### config.mk
export PLATFORM = sky130hd
export DESIGN_NAME = seq_div_8
export DESIGN_NICKNAME = d
export VERILOG_FILES = /design/src/rtl/seq_div_8.sv
export SDC_FILE = /design/constraint.sdc
export NUM_CORES = 1
export LEC_CHECK = 0
export ABC_AREA = 1
export ABC_CLOCK_PERIOD_IN_PS = 2400
export CORE_ASPECT_RATIO = 1.1
export CORE_MARGIN = 8
export CORE_UTILIZATION = 55
export DETAILED_ROUTE_END_ITERATION = 16
export GPL_ROUTABILITY_DRIVEN = 0
export PLACE_DENSITY = 0.8
export SLEW_MARGIN = 5
export SYNTH_ARGS = -nofsm -noshare
export SYNTH_HDL_FRONTEND = slang
export SYNTH_SLANG_ARGS = --single-unit
### constraint.sdc
create_clock -name clk -period 2.4 [get_ports clk]
set_clock_uncertainty 0.05 [all_clocks]
set_input_delay 0.48 -clock clk [delete_from_list [all_inputs] [get_ports clk]]
set_output_delay 0.48 -clock clk [all_outputs]
set_load 0.03 [all_outputs]
### src/rtl/seq_div_8.sv
// Sequential unsigned restoring divider: Q = A / B, R = A % B, one quotient bit per clock.
// Start/busy/done handshake; divide-by-zero returns all-ones quotient and the dividend as remainder.
module seq_div_8 #(
   parameter int WIDTH = 8
) (
   input  logic             clk,
   input  logic             rst,
   input  logic             start,
   input  logic [WIDTH-1:0] A,
   input  logic [WIDTH-1:0] B,
   output logic [WIDTH-1:0] Q,
   output logic [WIDTH-1:0] R,
   output logic             busy,
   output logic             done,
   output logic             div_by_zero
);

   localparam int CW = $clog2(WIDTH) + 1;

   typedef enum logic [1:0] {
      IDLE = 2'd0,
      CALC = 2'd1,
      DONE = 2'd2
   } state_t;

   state_t           state_q, state_d;
   logic [CW-1:0]    cnt_q, cnt_d;
   logic [WIDTH-1:0] quo_q, quo_d;
   logic [WIDTH-1:0] rem_q, rem_d;
   logic [WIDTH-1:0] dvs_q, dvs_d;
   logic [WIDTH-1:0] q_q, q_d;
   logic [WIDTH-1:0] r_q, r_d;
   logic             busy_q, busy_d;
   logic             done_q, done_d;
   logic             dbz_q, dbz_d;

   // The partial remainder is always < divisor, so its top bit is implicitly
   // zero; the shifted value and the trial difference carry the extra bit.
   logic [WIDTH:0]   shifted;
   logic [WIDTH:0]   trial;

   always_comb begin
      state_d = state_q;
      cnt_d   = cnt_q;
      quo_d   = quo_q;
      rem_d   = rem_q;
      dvs_d   = dvs_q;
      q_d     = q_q;
      r_d     = r_q;
      busy_d  = busy_q;
      done_d  = 1'b0;
      dbz_d   = dbz_q;

      shifted = {rem_q, quo_q[WIDTH-1]};
      trial   = shifted - {1'b0, dvs_q};

      case (state_q)
         IDLE: begin
            if (start) begin
               if (B != '0) begin
                  quo_d   = A;
                  dvs_d   = B;
                  rem_d   = '0;
                  cnt_d   = CW'(WIDTH);
                  busy_d  = 1'b1;
                  dbz_d   = 1'b0;
                  state_d = CALC;
               end else begin
                  q_d     = '1;
                  r_d     = A;
                  dbz_d   = 1'b1;
                  state_d = DONE;
               end
            end
         end

         CALC: begin
            if (!trial[WIDTH]) begin
               rem_d = trial[WIDTH-1:0];
               quo_d = {quo_q[WIDTH-2:0], 1'b1};
            end else begin
               rem_d = shifted[WIDTH-1:0];
               quo_d = {quo_q[WIDTH-2:0], 1'b0};
            end
            cnt_d = cnt_q - CW'(1);
            if (cnt_q == CW'(1)) begin
               q_d     = quo_d;
               r_d     = rem_d;
               busy_d  = 1'b0;
               done_d  = 1'b1;
               state_d = DONE;
            end
         end

         DONE: begin
            // The divide-by-zero path arrives here without done raised and
            // spends one extra cycle so its pulse lands on the second edge.
            if (!done_q) begin
               done_d = 1'b1;
            end else begin
               state_d = IDLE;
            end
         end

         default: begin
            state_d = IDLE;
         end
      endcase
   end

   always_ff @(posedge clk) begin
      if (rst) begin
         state_q <= IDLE;
         cnt_q   <= '0;
         quo_q   <= '0;
         rem_q   <= '0;
         dvs_q   <= '0;
         q_q     <= '0;
         r_q     <= '0;
         busy_q  <= 1'b0;
         done_q  <= 1'b0;
         dbz_q   <= 1'b0;
      end else begin
         state_q <= state_d;
         cnt_q   <= cnt_d;
         quo_q   <= quo_d;
         rem_q   <= rem_d;
         dvs_q   <= dvs_d;
         q_q     <= q_d;
         r_q     <= r_d;
         busy_q  <= busy_d;
         done_q  <= done_d;
         dbz_q   <= dbz_d;
      end
   end

   assign Q           = q_q;
   assign R           = r_q;
   assign busy        = busy_q;
   assign done        = done_q;
   assign div_by_zero = dbz_q;

endmodule

==> results.cfg, run 1 <==
[status]
status = finished, final reports clean

[worst_hold_path]
hp-start = dvs_q[3]
hp-class = reg -> reg
whs_path_depth = 2
whs_endpoint = dvs_q[3]

[worst_setup_path]
r2r_cells = 14
rrSetupSlack_ns = 0.24
r2r_end = R[1]
crit_type = reg -> reg
critPathLaunchType = flop
required_ns = 2.55
crit_path_end_kind = flop
arrival_ns = 2.31
r2r_start = quo_q[7]
cp_max_fo = 10

[floorplanning]
io_pins = 38
num_rows = 27
start_util_pct = 56.1
fp.dieW_um = 83.4
die_area_um2 = 7520
dieHeight_um = 90.1
core_area_um2 = 4900

[global_routing]
overflow = 0
grt_max_degree = 35
grtUsageTotal_pct = 17.3
antenna_found_initial = 0
grt_pass1_wl_um = 11100
grt_pass1_vias = 2493

[detailed_routing]
drtIter0Drc = 160
wirelength_um = 6330
drc = 0
dr.pass1.iters = 4
wl_per_cell_um = 12.7
vias = 2563
routed_via_density = 5.13
ant_nets = 0

[logic_synthesis]
synth_seq_cells = 49
netlist_area_um2 = 2750
yosys-top-cells-area = dfxtp_1, nand2_1, inv_1
yosysMostFrequentCell = nand2_1
synth.avg_cell_area_um2 = 6.73
yosys_warnings = 0
synth_top_area_share_pct = 35.7
ys.flop_type = dfxtp_1
synth_cell_types = 32
syn_nets = 441
synth_edf_count = 0
synth_top_area_cell = dfxtp_1
synth_seq_area_share_pct = 35.7
synthesis.instances = 408
ys_async_sr_fraction_pct = 0
synth_common_cells = nand2_1, inv_1, nor2_1

[power]
p_seq_share_pct = 29.8
netSwitchingFraction_pct = 46.2
combPwrFrac_pct = 55.5
p_int_mw = 2.22
peakVddDrop_v = 0.000627
p_switching_mw = 1.91
p_per_area_nw_per_um2 = 1280
cellLeakagePower_nw = 1.58
clock_power_share_pct = 14.7

[clock_tree]
cts_buffer_depth = 2
h-tree-depth = 2
cts_tree = built
cts_hold_buf = 0
postCtsSetupRepairBufs = 0
cts_sinks = 49
cts_buffers = 5
cts_root_buf = clkbuf_8
ctsResizeCount = 0
clk-insertion-delay-late_ns = 0.30
path_clk_slew_ns = 0.09

[placed_design]
hpwl_um = 4760
dp_slack_ns = 0.166
port_buffers = 37

[timing]
rsz0062_at_grt = false
hold_viol = 0
final_max_slew_viol_count = 0
maxSlewHeadroom_pct = 62.6
postLayoutSetupSlackWorst_ns = 0.238
setup_viol = 0
max_freq_mhz = 463
post-route-min-period_ns = 2.16
tightest_slew_ns = 0.561
final.setup.tns_ns = 0
fin_crit_sh_pct = 90.1
hold_ws_ns = 0.410

[cells_and_area]
n_antenna_cell = 0
nNetsFinal = 474
area_delta_synth_final_pct = 17.9
drive_above_1_share_pct = 5.43
fin_util_pct = 66.1

[job]
drv_cap = 0
## metal layers
layer / up-vias / global-route usage, % / share of wire (%)
li1: 1360 / - / -
met1: 1152 / 19.6 / 45
met2: 44 / 31.2 / 51
met3: 7 / 3.52 / 3.1
met4: 0 / 5.13 / 1.3
met5: - / 0 / 0
## power groups by stage
stage,sequential [mW],clock [mW],combinational [mW]
after floorplan,1.35,0,1.64
after global placement,1.23,0,2.20
after detailed placement,1.25,0,2.25
after CTS,1.23,0.617,2.29
after global routing,1.26,0.655,2.60
final,1.23,0.608,2.29
## critical path: stages, from the launching register on
cell,delay [ns]
dfxtp_1,0.32
inv_1,0.08
ha_1,0.15
inv_1,0.07
fa_1,0.40
nand2_1,0.08
nand2_1,0.10
nand3_1,0.14
nand2_1,0.09
nand2_1,0.08
nand2_2,0.14
nand3_1,0.13
nand3_1,0.12
nand2_1,0.08
inv_1,0.03
## how the worst max path moves through the flow
stage,slack (ns),end,start,cells past startpoint
after floorplan,0.56,rem_q[7],quo_q[7],14
after global placement,0.22,cnt_q[2],B[5],10
after detailed placement,0.17,cnt_q[2],B[3],11
after CTS,0.21,R[1],quo_q[7],14
after global routing,0.03,rem_q[5],quo_q[7],14
final,0.24,R[1],quo_q[7],14
## layout by cell type (no fill, tap or decap), types with 2 or more instances in the layout
cell,instances
clkbuf_8,6
nor2_2,2
nand4_1,2
nand2_2,3
a21oi_1,26
ha_1,13
o21ai_0,32
nor3_1,8
nor2_1,50
inv_1,69
dfxtp_1,49
nand3_1,45
buf_4,5
nand2_1,72
xor2_1,2
o21a_1,7
clkdlybuf4s50_1,37
## flip-flops by register name (all words and copies together), names as in the netlist, 2 cells and up
register	count
quo_q	8
state_q	2
R	8
rem_q	8
Q	8
cnt_q	4
dvs_q	8
## logic make-up (layout without fill, tap and decap cells)
group,Yosys count,after routing,synth area share (%)
fa+ha+maj,14,14,6.65
buf+inv,87,121,13.8
xor+xnor,3,3,0.956
flops,49,49,35.7
compound gates,72,72,14.5
simple gates,183,183,28.3
## stage by stage
| stage | std cells | area (um2) | total power, mW |
|---|---|---|---|
| floorplan | 408 | 2750 | 2.99 |
| global placement | 492 | 3120 | 3.44 |
| detailed placement | 492 | 3120 | 3.49 |
| CTS | 500 | 3240 | 4.13 |
| global route | 500 | 3240 | 4.52 |
| finish | 500 | 3240 | 4.13 |
## area by class of cell
type | count | area (um2)
Clock buffer | 6 | 82.6
Clock inverter | 2 | 37.5
Inverter | 71 | 272
Timing Repair Buffer | 42 | 408
Fill cell | 416 | 1660
Tap cell | 58 | 72.6
Sequential cell | 49 | 981
Multi-Input combinational cell | 272 | 1390
Note: power is estimated with default switching activity, not from simulation.
==> run 2, diff against run 1 <==
Settings changed: REMOVE_ABC_BUFFERS from default to 1.
==> run 2 against run 1 <==
Net effect: final area shrank 0.70%; setup slack gained 0.033 ns; combinational power hardly changed; power fell by 3.2%; utilization shrank 0.46 points; global-route usage barely moved; maximum frequency up 1.5%; via count increased by 0.90%; critical path depth unchanged; sequential power is essentially flat; final cell count did not move.
==> results.cfg, run 2 (synthesis gave the netlist of run 1 again) <==
[status]
status = finished, final reports clean

[floorplanning]
core_area_um2 = 4900
die_area_um2 = 7520
dieHeight_um = 90.1
num_rows = 27
start_util_pct = 56.1
io_pins = 38
fp.dieW_um = 83.4

[detailed_routing]
routed_via_density = 5.17
ant_nets = 0
wirelength_um = 6300
vias = 2586
drtIter0Drc = 131
drc = 0
dr.pass1.iters = 4
wl_per_cell_um = 12.6

[clock_tree]
postCtsSetupRepairBufs = 0
h-tree-depth = 2
cts_buffers = 5
clk-insertion-delay-late_ns = 0.31
cts_hold_buf = 0
cts_buffer_depth = 2
cts_tree = built
path_clk_slew_ns = 0.09
cts_root_buf = clkbuf_8
cts_sinks = 49

[power]
p_per_area_nw_per_um2 = 1240
p_seq_share_pct = 30.8
clock_power_share_pct = 12.2
p_switching_mw = 1.90
netSwitchingFraction_pct = 47.6
peakVddDrop_v = 0.000594
cellLeakagePower_nw = 1.56
combPwrFrac_pct = 57.0
p_int_mw = 2.10

[cells_and_area]
final_common_cell = nand2_1
nNetsFinal = 474
n_antenna_cell = 0
drive_above_1_share_pct = 5.43
final_cell_mix = nand2_1, inv_1, nor2_1, dfxtp_1, nand3_1
area_delta_synth_final_pct = 17.1
n_fill_cell = 446

[worst_setup_path]
crit_type = reg -> reg
startpoint = quo_q[7]
crit_path_end_kind = flop
r2r_cells = 14
rrSetupSlack_ns = 0.27
r2r_end = rem_q[4]
arrival_ns = 2.29
cp_max_fo = 10
required_ns = 2.56
r2r_start = quo_q[7]
endpoint = rem_q[4]
critPathLaunchType = flop

[global_routing]
grtUsageTotal_pct = 17.3
grt_pass1_wl_um = 11100
antenna_found_initial = 0
grt_max_degree = 35
grt_pass1_vias = 2482
overflow = 0

[placed_design]
dp_slack_ns = 0.147
port_buffers = 37
hpwl_um = 4630

[timing]
rsz0062_at_grt = false
maxSlewHeadroom_pct = 62.8
fin_crit_sh_pct = 88.7
post-route-min-period_ns = 2.13
final.setup.tns_ns = 0
tightest_slew_ns = 0.557
hold_viol = 0
setup_viol = 0
max_freq_mhz = 470
final_max_slew_viol_count = 0
postLayoutSetupSlackWorst_ns = 0.271

[worst_hold_path]
hp-start = dvs_q[4]
hp-class = reg -> reg

[job]
drv_cap = 0
## run 2: changes by cell type in the layout (fill, tap and decap cells not counted), sizes merged
cell	delta
bufinv	-1
clkinvlp	+1
## run 2: per-layer routing
metal / vias to the layer above / wire [um] / track usage (%)
met5: - / 0 / 0
met4: 0 / 85 / 6.30
met3: 7 / 262 / 3.43
met2: 43 / 3030 / 28.9
met1: 1179 / 2920 / 21.3
li1: 1357 / - / -
## run 2: how the worst min path moves through the flow
stage / cells after the start / slack [ns] / to
after global routing: 2 / 0.44 / dvs_q[4]
after global placement: 2 / 0.40 / busy
after detailed placement: 2 / 0.40 / quo_q[5]
after floorplan: 2 / 0.39 / dvs_q[3]
after CTS: 2 / 0.42 / dvs_q[4]
final: 2 / 0.41 / dvs_q[4]
## run 2: what timing repair did
| action | 4_1_cts | 5_1_grt |
|---|---|---|
| gates resized for setup | 0 | 2 |
| endpoints found under the hold margin | 0 | 0 |
| endpoints found under the setup margin | 0 | 2 |
## run 2: cell type report
cell class,instances,area [um2],area share (%)
Inverter,71,272,8.44
Tap cell,58,72.6,2.26
Timing Repair Buffer,42,408,12.7
Sequential cell,49,981,30.5
Clock inverter,2,15.0,0.467
Multi-Input combinational cell,272,1400,43.4
Clock buffer,6,72.6,2.26
## run 2: through the flow
step	cell area (um2)	instances	hold slack, ns	util (%)	power, mW
finish	3220	500	0.413	65.7	4.00
global route	3220	500	0.436	65.7	4.39
CTS	3210	500	0.417	65.5	3.99
detailed placement	3120	492	0.404	63.7	3.48
global placement	3120	492	0.402	63.7	3.43
floorplan	2640	392	0.385	-	2.87
## run 2: worst max-delay path, stage by stage, from the launching register on
cell,delay [ns]
dfxtp_1,0.32
inv_1,0.08
ha_1,0.16
inv_1,0.07
fa_1,0.41
nand2_1,0.08
nand2_1,0.09
nand3_1,0.13
nand2_1,0.08
nand2_1,0.12
nand2_4,0.11
nand3_1,0.13
nand3_1,0.09
nand2_1,0.08
inv_1,0.03
## run 2: power by group through the flow
stage          clock (mW)  combinational (mW)  sequential [mW]
3_3_place_gp            0                2.19             1.24
5_1_grt             0.535                2.59             1.26
6_report            0.489                2.28             1.23
3_5_place_dp            0                2.24             1.24
2_1_floorplan           0                1.52             1.35
4_1_cts             0.504                2.26             1.23
